**config.mk**
```make
export PLATFORM = sky130hd
export DESIGN_NAME = vga_mode_ctrl_flat
export DESIGN_NICKNAME = d
export VERILOG_FILES = /design/src/rtl/vga_mode_ctrl_pkg.sv /design/src/rtl/vga_mode_ctrl_if.sv /design/src/rtl/vga_mode_ctrl.sv /design/src/flat_wrapper.sv
export SDC_FILE = /design/constraint.sdc
export NUM_CORES = 1
export LEC_CHECK = 0
export ABC_CLOCK_PERIOD_IN_PS = 1300
export CAP_MARGIN = 20
export CORE_ASPECT_RATIO = 0.9
export CORE_MARGIN = 10
export CORE_UTILIZATION = 30
export CTS_CLUSTER_DIAMETER = 50
export CTS_CLUSTER_SIZE = 25
export DETAILED_ROUTE_END_ITERATION = 8
export GPL_TIMING_DRIVEN = 0
export PLACE_DENSITY = 0.63
export SYNTH_ARGS = -nofsm -noshare
export SYNTH_HDL_FRONTEND = slang
export SYNTH_SLANG_ARGS = --single-unit
export TNS_END_PERCENT = 1
```
**constraint.sdc**
```tcl
create_clock -name clk -period 1.3 [get_ports clk]
set_input_delay 0.325 -clock clk [delete_from_list [all_inputs] [get_ports clk]]
set_output_delay 0.325 -clock clk [all_outputs]
set_load 0.005 [all_outputs]
```
**src/rtl/vga_mode_ctrl_pkg.sv**
```systemverilog
// Shared types and constants for the VGA mode sequencer and its benches.
package vga_ctrl_pkg;

  typedef enum logic [1:0] {
    IDLE    = 2'd0,
    PENDING = 2'd1,
    SETTLE  = 2'd2
  } state_t;

  localparam logic MODE_640X480     = 1'b0;
  localparam logic MODE_1440X900_D4 = 1'b1;

  localparam int unsigned FRAME_CLKS_640X480     = 420000;
  localparam int unsigned FRAME_CLKS_1440X900_D4 = 443632;

  // Settle counter must hold 0..SETTLE_FRAMES-1 but never be zero-width.
  function automatic int unsigned settle_cnt_width(input int unsigned frames);
    int unsigned w;
    w = $clog2(frames + 1);
    return (w < 1) ? 1 : w;
  endfunction

endpackage

```
**src/rtl/vga_mode_ctrl_if.sv**
```systemverilog
// Mode-change request handshake between the host/config logic and the sequencer.
interface vga_mode_ctrl_if;
  logic i_req_mode;
  logic i_req_valid;
  logic o_req_ready;

  modport master (output i_req_mode, output i_req_valid, input o_req_ready);
  modport slave  (input i_req_mode, input i_req_valid, output o_req_ready);
endinterface

```
**src/rtl/vga_mode_ctrl.sv**
```systemverilog
// Owns the timing generator's mode select: applies changes at frame wrap,
// force-blanks for a number of settle frames, and emits frame/line strobes.
module vga_mode_ctrl
  import vga_ctrl_pkg::*;
#(
  parameter int unsigned SETTLE_FRAMES = 2,
  parameter int unsigned FRAME_CNT_W   = 8,
  parameter logic        MODE_RESET    = MODE_640X480
) (
  input  logic                   clk,
  input  logic                   reset_n,
  vga_mode_ctrl_if.slave         req,
  input  logic                   i_hmax,
  input  logic                   i_vmax,
  output logic                   o_mode,
  output logic                   o_blank_force,
  output logic                   o_busy,
  output logic                   o_frame_start,
  output logic                   o_line_start,
  output logic [FRAME_CNT_W-1:0] o_frame_count
);

  localparam int unsigned SC_W = settle_cnt_width(SETTLE_FRAMES);
  localparam logic [SC_W-1:0] SETTLE_INIT =
    SC_W'((SETTLE_FRAMES == 0) ? 0 : SETTLE_FRAMES - 1);

  state_t          state, state_n;
  logic            pend_mode;
  logic [SC_W-1:0] settle_cnt;
  logic            frame_end;
  logic            latch_req;
  logic            apply;

  assign frame_end       = i_hmax & i_vmax;
  assign req.o_req_ready = (state == IDLE);
  assign o_busy          = (state != IDLE);

  always_comb begin
    state_n   = state;
    latch_req = 1'b0;
    apply     = 1'b0;
    unique case (state)
      IDLE: begin
        // Same-mode requests are consumed without leaving IDLE.
        if (req.i_req_valid && (req.i_req_mode != o_mode)) begin
          latch_req = 1'b1;
          state_n   = PENDING;
        end
      end
      PENDING: begin
        if (frame_end) begin
          apply   = 1'b1;
          state_n = (SETTLE_FRAMES == 0) ? IDLE : SETTLE;
        end
      end
      SETTLE: begin
        if (frame_end && (settle_cnt == '0)) state_n = IDLE;
      end
      default: state_n = IDLE;
    endcase
  end

  always_ff @(posedge clk or negedge reset_n) begin
    if (!reset_n) state <= IDLE;
    else          state <= state_n;
  end

  always_ff @(posedge clk or negedge reset_n) begin
    if (!reset_n) begin
      pend_mode     <= MODE_RESET;
      o_mode        <= MODE_RESET;
      settle_cnt    <= '0;
      o_blank_force <= 1'b0;
      o_line_start  <= 1'b0;
      o_frame_start <= 1'b0;
      o_frame_count <= '0;
    end else begin
      o_line_start  <= i_hmax;
      o_frame_start <= frame_end;
      o_blank_force <= (state_n == SETTLE);
      if (latch_req) pend_mode <= req.i_req_mode;
      if (apply) begin
        o_mode        <= pend_mode;
        o_frame_count <= '0;
        settle_cnt    <= SETTLE_INIT;
      end else begin
        if (frame_end) o_frame_count <= o_frame_count + 1'b1;
        if ((state == SETTLE) && frame_end && (settle_cnt != '0))
          settle_cnt <= settle_cnt - 1'b1;
      end
    end
  end

endmodule

```
**src/flat_wrapper.sv**
```systemverilog
// flat-port wrapper written by rule: the top's interface ports become plain ports
module vga_mode_ctrl_flat import vga_ctrl_pkg::*;
#(
  parameter int unsigned SETTLE_FRAMES = 2,
  parameter int unsigned FRAME_CNT_W   = 8,
  parameter logic        MODE_RESET    = MODE_640X480
)
  (clk, reset_n, i_hmax, i_vmax, o_mode, o_blank_force, o_busy, o_frame_start, o_line_start, o_frame_count, req_i_req_mode, req_i_req_valid, req_o_req_ready);
  vga_mode_ctrl_if req_i ();
  input  logic clk;
  input  logic reset_n;
  input  logic i_hmax;
  input  logic i_vmax;
  output logic o_mode;
  output logic o_blank_force;
  output logic o_busy;
  output logic o_frame_start;
  output logic o_line_start;
  output logic [FRAME_CNT_W-1:0] o_frame_count;
  input wire logic [$bits(req_i.i_req_mode)-1:0] req_i_req_mode;
  input wire logic [$bits(req_i.i_req_valid)-1:0] req_i_req_valid;
  output wire logic [$bits(req_i.o_req_ready)-1:0] req_o_req_ready;
  assign req_i.i_req_mode = req_i_req_mode;
  assign req_i.i_req_valid = req_i_req_valid;
  assign req_o_req_ready = req_i.o_req_ready;
  vga_mode_ctrl #(.SETTLE_FRAMES(SETTLE_FRAMES), .FRAME_CNT_W(FRAME_CNT_W), .MODE_RESET(MODE_RESET)) u_core (.clk(clk), .reset_n(reset_n), .req(req_i), .i_hmax(i_hmax), .i_vmax(i_vmax), .o_mode(o_mode), .o_blank_force(o_blank_force), .o_busy(o_busy), .o_frame_start(o_frame_start), .o_line_start(o_line_start), .o_frame_count(o_frame_count));
endmodule
```
==> results.yml <==
sta:
  relSlewSlack_pct: 48.8
  worst_slew_pin_slew_ns: 0.766
  fin_ws_ns: -0.113
  finalHoldViolCount: 0
  setup_viol: 5
  period_needed_ns: 1.41
  finClkSkew_ns: 0.00742
  min_period_over_period_pct: 109
  grt_setup_unrepaired: "yes"
  max_freq_mhz: 708
  drv_slew: 0
yosys:
  syn_nets: 90
  synth_area_sq_um: 813
  ys_warn_count: 0
  synthCells: 82
  synth.avg_cell_area_sq_um: 9.92
  synthTopCellsByArea: "dfrtp_1, a21oi_1, o21ai_0"
  ys_ff_latch: 17
  netlist.area_leader.share_pct: 52.3
  yosysTopAreaCell: "dfrtp_1"
  ys_types: 27
  ys_seq_area_share_pct: 52.3
routing:
  vias: 737
  initialDrtViolationCount: 60
  firstDrtPassIters: 4
  routed_wl_um: 2090
  vias_per_cell: 5.19
  ant_nets: 0
  wl_per_cell_um: 14.7
  drc_errors: 0
global_route:
  grt_pass1_vias: 736
  grt_usage_pct: 8.34
  grt-ovfl-total: 0
  grt_pass1_wl_um: 3460
  antenna_found_initial: 0
  grt_max_degree: 18
pwr:
  power_uw: 2160
  leakage_uw: 0.000541
  ir_drop_uv: 605
  p_per_area_nw_per_um2: 1850
worst_setup_path:
  slowest_stage: "dfrtp_1"
  crit_chain: "clkbuf_8, nor2_4, inv_1, buf_2"
  worst_setup_path_end_kind: "output pin"
  cp_max_fo: 3
  cp.required_ns: 0.98
  arrival_ns: 1.09
  crit_buf_inv: 3
  cp_top_family: "flip-flops"
  crit_type: "reg2out"
  critPathLaunchType: "flip-flop"
  slowest_delay_ns: 0.40
finish:
  final_core_util_pct: 46.3
  final_common_cell: "dfrtp_1"
  antenna_cells: 0
  num-fill-cells: 250
  drive_gt1_share_pct: 23.7
  final_cell_mix: "dfrtp_1, clkdlybuf4s15_1, buf_4"
  final_nets: 123
  areaGrowthSynthToFinish_pct: 44.0
floorplan:
  ioPinCount: 20
  num_rows: 17
  core_area_sq_um: 2530
  die_y_um: 69.4
  die_w_um: 74.9
  dieArea_sq_um: 5200
  initial_core_util_pct: 32.1
run_status:
  status: "finished, violations left"
  violations: "negative setup slack"
clock_network:
  cts_htree_levels: 1
  root_buffer: "clkbuf_4"
  cts_buffer_depth: 2
  cts_sinks: 17
  tritoncts: "done"
  cts_buffers: 3
  clk_latency_ns: 0.29
  clkTransAtPathRegs_ns: 0.10
  ctsHoldBuffers: 0
placed_design:
  place.gp.congestion: 0.745
  port_buffers: 19
  dpl.hpwl_um: 1460
flow_run:
  max_cap_viol_count: 0
min_path:
  hold_path.class: "in2reg"
## synth_stat cells
cell / n
o21ai_0: 7
xor2_1: 1
nand4b_1: 1
buf_2: 1
inv_1: 7
nand2_1: 7
a31o_2: 1
a21o_1: 1
a31oi_1: 1
xnor2_1: 1
ha_1: 2
and4b_1: 1
or4_1: 2
nand4_1: 2
nand3_2: 1
nor2b_1: 2
clkbuf_1: 3
a21oi_1: 7
a22oi_1: 1
o31ai_1: 2
or3_1: 4
nor2_1: 3
a22o_1: 2
o41ai_1: 2
nand3_1: 2
mux2_2: 1
dfrtp_1: 17
## state kept, by name, indices dropped and copies added, names as in the netlist
signal / count
u_core.settle_cnt: 2
u_core.o_frame_count: 8
u_core.o_line_start: 1
u_core.o_frame_start: 1
u_core.o_blank_force: 1
u_core.state: 2
u_core.pend_mode: 1
u_core.o_mode: 1
## layer usage
| metal | track usage, % | up-vias | wire length, um |
|---|---|---|---|
| li1 | - | 357 | - |
| met1 | 10.1 | 357 | 907 |
| met2 | 12.0 | 21 | 964 |
| met3 | 2.71 | 2 | 192 |
| met4 | 5.63 | 0 | 29 |
| met5 | 0 | - | 0 |
## worst register-to-register path: cells and delay by family (launching register included)
family          cells  cell delay, ns
compound gates      1            0.14
flops               1            0.36
simple gates        2            0.51
fa+ha+maj           1            0.16
buf+inv             1            0.13
## worst paths after layout
| path | start | end | slack, ns | depth (start not counted) |
|---|---|---|---|---|
| max | u_core.state[0] | o_busy | -0.11 | 4 |
| min | i_hmax | u_core.o_line_start | 0.36 | 1 |
| max reg2reg | u_core.o_frame_count[0] | u_core.o_frame_count[4] | -0.08 | 5 |
| min reg2reg | u_core.settle_cnt[1] | u_core.settle_cnt[1] | 0.55 | 1 |
| max in group asynchronous | reset_n | u_core.state[1] | 0.31 | 1 |
| min in group asynchronous | reset_n | u_core.o_line_start | 0.47 | 1 |
## per-stage QoR
step / instance area (sq um) / hold slack (ns) / setup slack, ns / setup TNS (ns) / instances
4_1_cts: 1140 / 0.374 / -0.121 / -0.418 / 142
2_1_floorplan: 813 / 0.0294 / 0.111 / 0 / 82
5_1_grt: 1170 / 0.361 / -0.174 / -0.822 / 142
3_5_place_dp: 1040 / 0.511 / -0.492 / -7.42 / 129
6_report: 1170 / 0.356 / -0.113 / -0.357 / 142
3_3_place_gp: 1040 / 0.489 / -0.450 / -6.67 / 129
## logic make-up after synthesis
kind of cell             Yosys count  synth area share (%)
AO/OA/AOI/OAI                     24                  18.5
XOR/XNOR                           2                  2.15
adder cells (fa/ha/maj)            2                  3.08
buffers and inverters             11                  5.23
flip-flops                        17                  52.3
multiplexers                       1                  1.38
AND/OR/NAND/NOR                   25                  17.4
## area by class of cell
type | count | area [sq um] | share of cell area [%]
plain buffers | 3 | 26.3 | 2.24
repair buffers | 29 | 249 | 21.3
inverters | 7 | 26.3 | 2.24
clock buffers | 4 | 26.3 | 2.24
multi-input cells | 54 | 382 | 32.6
well taps | 28 | 35.0 | 2.99
flip-flops and latches | 17 | 427 | 36.4
## report_power, final
| part | internal [uW] | switching, uW | leakage [uW] |
|---|---|---|---|
| sequential | 696 | 131 | 0.000214 |
| combinational | 564 | 481 | 0.000312 |
| clock | 119 | 171 | 0.0000150 |
## what timing repair did
action | CTS | global route
endpoints found under the setup margin | 28 | 18
buffers inserted | 10 | 0
gates resized for setup | 32 | 16
pin swaps | 1 | 1
endpoints found under the hold margin | 0 | 0
(Power assumes the default switching activity.)
